--- src/rtl/fuzz_round_sequencer.sv ---
// fuzz_round_sequencer: clocked controller for one fuzzing round.
// Holds the core in reset, releases it, and supervises the run until a tohost
// pass or the cycle budget ends the round. Coverage stagnation or watchdog
// expiry raise the MSIP nudge interrupt. At round end the status is reported
// and the block waits for the host to continue or stop.
//
// Optional build macro FUZZ_ROUND_STATS_EN adds nudge_count and
// last_round_cycles outputs; without it those ports and their logic are absent.
//
// Host handshake: host_ack is a single-cycle decision strobe, acted on only
// while the FSM is in WAIT_HOST (state_dbg == 3). host_continue is qualified by
// host_ack and ignored otherwise. The block is always ready in WAIT_HOST, so
// the decision is consumed on the same clock edge that samples host_ack.
module fuzz_round_sequencer #(
   parameter int COV_W      = 30,
   parameter int CNT_W      = 64,
   parameter int MAX_WAIT   = 1000,
   parameter int WATCHDOG   = 50000,
   parameter int MAX_CYCLES = 200000,
   parameter int RESET_HOLD = 4
) (
   input  logic             clock,
   input  logic             reset,
   input  logic [COV_W-1:0] cov,
   input  logic [63:0]      tohost,
   input  logic             host_ack,
   input  logic             host_continue,
   output logic             core_reset,
   output logic             interrupt,
   output logic             round_done,
   output logic [1:0]       round_status,
   output logic [CNT_W-1:0] cycle_count,
`ifdef FUZZ_ROUND_STATS_EN
   output logic [31:0]      nudge_count,
   output logic [CNT_W-1:0] last_round_cycles,
`endif
   output logic [2:0]       state_dbg
);

   typedef enum logic [2:0] {
      S_HOLD      = 3'd0,
      S_RUN       = 3'd1,
      S_END       = 3'd2,
      S_WAIT_HOST = 3'd3,
      S_HALT      = 3'd4
   } state_t;

   localparam int HOLD_W = $clog2(RESET_HOLD + 1);
   localparam logic [HOLD_W-1:0] HOLD_LAST = HOLD_W'(RESET_HOLD - 1);

   localparam logic [1:0] ST_NONE    = 2'b00;
   localparam logic [1:0] ST_PASS    = 2'b01;
   localparam logic [1:0] ST_TIMEOUT = 2'b10;
   localparam logic [1:0] ST_HALTED  = 2'b11;

   state_t             state;
   state_t             state_nxt;
   logic [HOLD_W-1:0]  hold_cnt;
   logic [CNT_W-1:0]   stall_cnt;
   logic [CNT_W-1:0]   wd_cnt;
   logic [COV_W-1:0]   pre_cov;

   logic [CNT_W-1:0]   cycle_inc;
   logic [CNT_W-1:0]   stall_inc;
   logic [CNT_W-1:0]   wd_inc;
   logic [CNT_W-1:0]   stall_limit;
   logic               pass_hit;
   logic               budget_hit;

   // Only the pass bit of tohost is meaningful to this block.
   logic               unused_tohost;
   assign unused_tohost = ^tohost[63:1];

   // Saturating increments: counters stick at all-ones instead of wrapping.
   assign cycle_inc = (cycle_count == '1) ? cycle_count : cycle_count + 1'b1;
   assign stall_inc = (stall_cnt == '1) ? stall_cnt : stall_cnt + 1'b1;
   assign wd_inc    = (wd_cnt == '1) ? wd_cnt : wd_cnt + 1'b1;

   // Stagnation window widens with coverage: MAX_WAIT * ((cov >> 19) + 1) at CNT_W bits.
   assign stall_limit = CNT_W'(MAX_WAIT) * (CNT_W'(cov >> 19) + 1'b1);

   // Nudge interrupt from the registered counters, only while the core runs.
   assign interrupt = (state == S_RUN) &&
                      ((stall_cnt >= stall_limit) || (wd_cnt >= CNT_W'(WATCHDOG)));

   assign state_dbg = state;

   // State register.
   always_ff @(posedge clock) begin
      if (reset) state <= S_HOLD;
      else       state <= state_nxt;
   end

   // Next-state and per-state outputs. The budget counts the exit cycle
   // itself, so a timed-out round reports exactly MAX_CYCLES run cycles.
   always_comb begin
      state_nxt  = state;
      core_reset = 1'b1;
      round_done = 1'b0;
      pass_hit   = 1'b0;
      budget_hit = 1'b0;
      case (state)
         S_HOLD: begin
            if (hold_cnt == HOLD_LAST) state_nxt = S_RUN;
         end
         S_RUN: begin
            core_reset = 1'b0;
            pass_hit   = tohost[0];
            budget_hit = (MAX_CYCLES != 0) && (cycle_inc >= CNT_W'(MAX_CYCLES));
            if (pass_hit || budget_hit) state_nxt = S_END;
         end
         S_END: begin
            round_done = 1'b1;
            state_nxt  = S_WAIT_HOST;
         end
         S_WAIT_HOST: begin
            if (host_ack) state_nxt = host_continue ? S_HOLD : S_HALT;
         end
         S_HALT: begin
            state_nxt = S_HALT;
         end
         default: begin
            state_nxt = S_HOLD;
         end
      endcase
   end

   // Round datapath: hold timer, run counters, coverage tracking, status.
   always_ff @(posedge clock) begin
      if (reset) begin
         hold_cnt     <= '0;
         cycle_count  <= '0;
         stall_cnt    <= '0;
         wd_cnt       <= '0;
         pre_cov      <= '0;
         round_status <= ST_NONE;
      end else begin
         case (state)
            S_HOLD: begin
               hold_cnt    <= hold_cnt + 1'b1;
               cycle_count <= '0;
               stall_cnt   <= '0;
               wd_cnt      <= '0;
               pre_cov     <= '0;
            end
            S_RUN: begin
               cycle_count <= cycle_inc;
               wd_cnt      <= wd_inc;
               if (cov != pre_cov) begin
                  pre_cov   <= cov;
                  stall_cnt <= '0;
               end else begin
                  stall_cnt <= stall_inc;
               end
               if (pass_hit) begin
                  stall_cnt    <= '0;
                  wd_cnt       <= '0;
                  round_status <= ST_PASS;
               end else if (budget_hit) begin
                  round_status <= ST_TIMEOUT;
               end
            end
            S_WAIT_HOST: begin
               if (host_ack) begin
                  if (host_continue) begin
                     hold_cnt     <= '0;
                     cycle_count  <= '0;
                     stall_cnt    <= '0;
                     wd_cnt       <= '0;
                     pre_cov      <= '0;
                     round_status <= ST_NONE;
                  end else begin
                     round_status <= ST_HALTED;
                  end
               end
            end
            default: begin
            end
         endcase
      end
   end

`ifdef FUZZ_ROUND_STATS_EN
   logic irq_q;

   // Per-round statistics: interrupt rising edges and the final run length.
   always_ff @(posedge clock) begin
      if (reset) begin
         irq_q             <= 1'b0;
         nudge_count       <= '0;
         last_round_cycles <= '0;
      end else begin
         irq_q <= interrupt;
         if ((state == S_HOLD) || (state_nxt == S_HOLD)) begin
            nudge_count <= '0;
         end else if (interrupt && !irq_q && (nudge_count != '1)) begin
            nudge_count <= nudge_count + 1'b1;
         end
         if ((state == S_RUN) && (state_nxt == S_END)) begin
            last_round_cycles <= cycle_inc;
         end
      end
   end
`endif

endmodule

--- config.mk ---
export PLATFORM = sky130hd
export DESIGN_NAME = fuzz_round_sequencer
export DESIGN_NICKNAME = d
export VERILOG_FILES = /design/src/rtl/fuzz_round_sequencer.sv
export SDC_FILE = /design/constraint.sdc
export NUM_CORES = 1
export LEC_CHECK = 0
export ABC_AREA = 1
export CAP_MARGIN = 15
export CORE_AREA = 2 2 179 181
export CTS_BUF_LIST = sky130_fd_sc_hd__clkbuf_8
export DETAILED_ROUTE_END_ITERATION = 10
export DIE_AREA = 0 0 181 183
export PLACE_DENSITY_LB_ADDON = 0.1
export SLEW_MARGIN = 20
export SYNTH_ARGS = -nofsm -noshare
export SYNTH_HDL_FRONTEND = slang
export SYNTH_SLANG_ARGS = --single-unit
--- constraint.sdc ---
create_clock -name clock -period 15.3 [get_ports clock]
set_clock_uncertainty 0.05 [all_clocks]
set_input_delay 1.53 -clock clock [delete_from_list [all_inputs] [get_ports clock]]
set_output_delay 1.53 -clock clock [all_outputs]
set_load 0.01 [all_outputs]
==> metrics.txt <==
# TYPE chip_impl_metric gauge
chip_impl_metric{name="post-route-period-util",unit="%"} 71.55
chip_impl_metric{name="p_per_area",unit="mW/mm2"} 93.54
chip_impl_metric{name="grt_pass1_wl",unit="mm"} 84.62
chip_impl_metric{name="antenna_found_initial",unit=""} 0
chip_impl_metric{name="total_power",unit="mW"} 1.794
chip_impl_metric{name="delay_contributed_by_the_slowest_stage_of_the_critical_path",unit="ns"} 0.68
chip_impl_info{name="critPathLaunch",value="cov[19]"} 1
chip_impl_metric{name="total_global_routing_overflow",unit=""} 0
chip_impl_metric{name="detail-route-antenna-nets",unit=""} 0
chip_impl_metric{name="post_cts_resize_count",unit=""} 0
chip_impl_metric{name="least_setup_slack_across_all_paths_after_layout",unit="ns"} 4.352
chip_impl_metric{name="ys_seq_elements",unit=""} 230
chip_impl_metric{name="cts_max_path_buffers",unit=""} 3
chip_impl_metric{name="final-max-slew-violation-count",unit=""} 0
chip_impl_metric{name="finalWeightedCongestion",unit=""} 0.9758
chip_impl_info{name="path_category_of_the_worst_min_delay_check",value="register to register"} 1
chip_impl_metric{name="synth.avg_cell_area",unit="um2"} 6.454
chip_impl_info{name="grt_setup_unrepaired",value="no"} 1
chip_impl_metric{name="max_cap_violations",unit=""} 0
chip_impl_info{name="tritoncts",value="done"} 1
chip_impl_info{name="worstSetupStartpointType",value="input pin"} 1
chip_impl_metric{name="routed_wire_length_per_instance",unit="um"} 16.45
chip_impl_metric{name="worst-r2r-setup-slack",unit="ns"} 10.60
chip_impl_metric{name="port_buffers",unit=""} 106
chip_impl_metric{name="worst_pin_slew",unit="ns"} 1.101
chip_impl_info{name="cts_root_buf",value="clkbuf_8"} 1
chip_impl_metric{name="maxSlewHeadroom",unit="%"} 26.62
chip_impl_metric{name="cts.clk_slew.worst_paths",unit="ns"} 0.05
chip_impl_metric{name="firstDrtPassIters",unit=""} 6
chip_impl_metric{name="yosys.cell_types.count",unit=""} 54
chip_impl_metric{name="drcViolationCount",unit=""} 0
chip_impl_info{name="status",value="completed"} 1
chip_impl_metric{name="ctsHtreeMaxLevel",unit=""} 2
chip_impl_metric{name="synth_area",unit="mm2"} 0.01701
chip_impl_metric{name="timing.critical_path.required",unit="ns"} 13.72
chip_impl_metric{name="holdWs",unit="ns"} 0.4225
chip_impl_metric{name="setup_viol",unit=""} 0
chip_impl_metric{name="die_y",unit="um"} 183
chip_impl_info{name="endpoint_kind",value="output port"} 1
chip_impl_metric{name="irDropWorstVdd",unit="V"} 0.0001085
chip_impl_metric{name="post_drt_via_cell_ratio",unit=""} 5.638
chip_impl_metric{name="gate_count_of_the_mapped_netlist",unit=""} 2636
chip_impl_metric{name="dieArea",unit="mm2"} 0.03312
chip_impl_metric{name="synthesis.nets",unit=""} 2834
chip_impl_metric{name="grt_total_usage",unit="%"} 31.42
chip_impl_metric{name="floorplan.initialDensity",unit="%"} 54.48
chip_impl_metric{name="placement_rows",unit=""} 65
chip_impl_metric{name="number_of_violations_reported_at_the_end_of_detailed_routing_iteration_0",unit=""} 1637
chip_impl_info{name="path_class",value="input pin to output port"} 1
chip_impl_metric{name="vias",unit=""} 17800
chip_impl_metric{name="grt_max_degree",unit=""} 99
chip_impl_info{name="path_common_cell",value="inv_1"} 1
chip_impl_metric{name="static-leakage-power",unit="nW"} 7.161
chip_impl_metric{name="syn2layout_area_growth",unit="%"} 12.72
chip_impl_metric{name="synth.yosys.warnings",unit=""} 0
chip_impl_metric{name="design.core.area",unit="mm2"} 0.03123
chip_impl_metric{name="cts_hold_buffers",unit=""} 0
chip_impl_metric{name="worst_skew_pair.late_latency",unit="ns"} 0.62
chip_impl_metric{name="num-nets-final",unit=""} 2922
chip_impl_metric{name="max_freq",unit="MHz"} 91.34
chip_impl_info{name="hold_start",value="hold_cnt[1]"} 1
chip_impl_metric{name="pin_count",unit=""} 170
chip_impl_metric{name="cts_num_sinks",unit=""} 230
chip_impl_metric{name="grt_pass1_vias",unit=""} 16770
chip_impl_metric{name="final_hold_vio_count",unit=""} 0
chip_impl_metric{name="setup-tns-final",unit="ns"} 0
chip_impl_metric{name="routed_wirelength",unit="mm"} 51.95
chip_impl_metric{name="die_w",unit="um"} 181
chip_impl_info{name="crit_path_top_delay_cell",value="clkdlybuf4s50_1"} 1
chip_impl_metric{name="n_antenna_cell",unit=""} 0
chip_impl_metric{name="synth_edf_count",unit=""} 0
chip_impl_metric{name="dp_hpwl",unit="mm"} 39.28
chip_impl_metric{name="drive_above_1_share",unit="%"} 5.406
chip_impl_metric{name="cp_data_arrival_time",unit="ns"} 9.37
chip_impl_metric{name="path_max_fanout",unit=""} 8
chip_impl_metric{name="postSynth.asyncResetShare",unit="%"} 0
chip_impl_metric{name="finalInstanceArea",unit="mm2"} 0.01918
chip_impl_info{name="regToRegStartpoint",value="state_dbg[0]"} 1
chip_impl_metric{name="synth_sequential_area_ratio",unit="%"} 27.06
chip_impl_metric{name="post_cts.repair.setup_buffers",unit=""} 0
chip_impl_info{name="postSynth.topFlopCell",value="dfxtp_1"} 1
chip_impl_metric{name="preCtsSetupSlack",unit="ns"} 4.356
chip_impl_metric{name="post_dp_cell_area",unit="mm2"} 0.01831
chip_impl_metric{name="min_period",unit="ns"} 10.95
chip_impl_metric{name="n_fill_cell",unit=""} 3004
chip_impl_metric{name="numCtsBuffers",unit=""} 43
logic make-up (layout without fill, tap and decap cells):
kind of cell,count (synthesis),count (layout),share of synthesized area (%)
xor gates and xnor gates,123,123,6.332
DFF,230,230,27.06
adders and majority gates,100,100,8.767
AOI/OAI and AO/OA,344,344,11.26
and+or+nand+nor,1444,1444,37.51
buffers and inverters,395,515,9.068
report_power, final:
group / switching (mW) / internal, mW
sequential: 0.00591 / 0.606
combinational: 0.351 / 0.222
clock: 0.283 / 0.326
cells in the mapped netlist (24+ instances only):
cell      count  area share [%]
nor2_1      335             7.4
nor3_1       94             2.8
dfxtp_1     230              27
nor4_1       42             1.5
o21a_1       24             1.1
nand4_1      88             3.2
nand2_1     651              14
a21oi_1     196             5.8
o21ai_0      78             2.3
clkbuf_1     41            0.90
inv_1       305             6.7
xor2_1       68             3.5
ha_1         68             5.0
xnor2_1      55             2.8
fa_1         32             3.8
nand3_1     162             4.8
sequential cells by signal, indices dropped and copies added (netlist names):
| signal | cells |
|---|---|
| cycle_count | 64 |
| stall_cnt | 64 |
| wd_cnt | 64 |
| pre_cov | 30 |
| hold_cnt | 3 |
| state_dbg | 3 |
| round_status | 2 |
worst paths after layout:
check | endpoint | cells past startpoint
max reg2reg | stall_cnt[26] | 14
min | hold_cnt[1] | 2
max | interrupt | 35
min reg2reg | hold_cnt[1] | 2
through the flow:
stage | util, % | std cells
4_1_cts | 61.41 | 3158
6_report | 61.41 | 3158
3_5_place_dp | 58.63 | 3081
3_3_place_gp | 58.63 | 3081
2_1_floorplan | - | 2636
5_1_grt | 61.41 | 3158
cells in the final DEF, fill, tap and decap left out, types with 7 or more instances in the layout:
cell type,instances
inv_1,319
clkinv_2,7
nand3b_1,7
buf_4,9
o21a_1,24
nand4_1,88
xnor2_1,55
nor2_1,335
a21oi_1,195
o21bai_1,12
ha_1,68
a21oi_2,11
fa_1,32
o21ai_0,78
nand3_1,162
inv_2,19
nor2_2,12
clkdlybuf4s50_1,105
dfxtp_1,230
nand2_1,651
clkbuf_8,52
xor2_1,68
nor3_1,94
nor4_1,42
nand2_2,8
and2_1,8
worst max-delay path: cells and delay by family:
| kind | cells | cell delay [ns] |
|---|---|---|
| xor+xnor | 2 | 0.59 |
| buf+inv | 8 | 1.66 |
| fa+ha+maj | 7 | 2.65 |
| compound gates | 4 | 0.55 |
| simple gates | 14 | 2.36 |
cell type report:
type | instances | area [um2] | area share [%]
Multi-Input combinational cell | 2011 | 10870 | 56.68
Sequential cell | 230 | 4604 | 24.01
Inverter | 324 | 1216 | 6.342
Timing Repair Buffer | 114 | 1119 | 5.833
Clock buffer | 52 | 715.7 | 3.732
Tap cell | 402 | 503.0 | 2.623
Clock inverter | 25 | 150.1 | 0.7829
metal layers:
layer / track usage, % / up-vias / share of wire (%)
li1: - / 8790 / -
met1: 41.33 / 8277 / 44
met2: 52.20 / 616 / 45
met3: 4.865 / 121 / 7.0
met4: 11.93 / 0 / 3.6
met5: 0 / - / 0
Power figures use the tool's default switching activity.
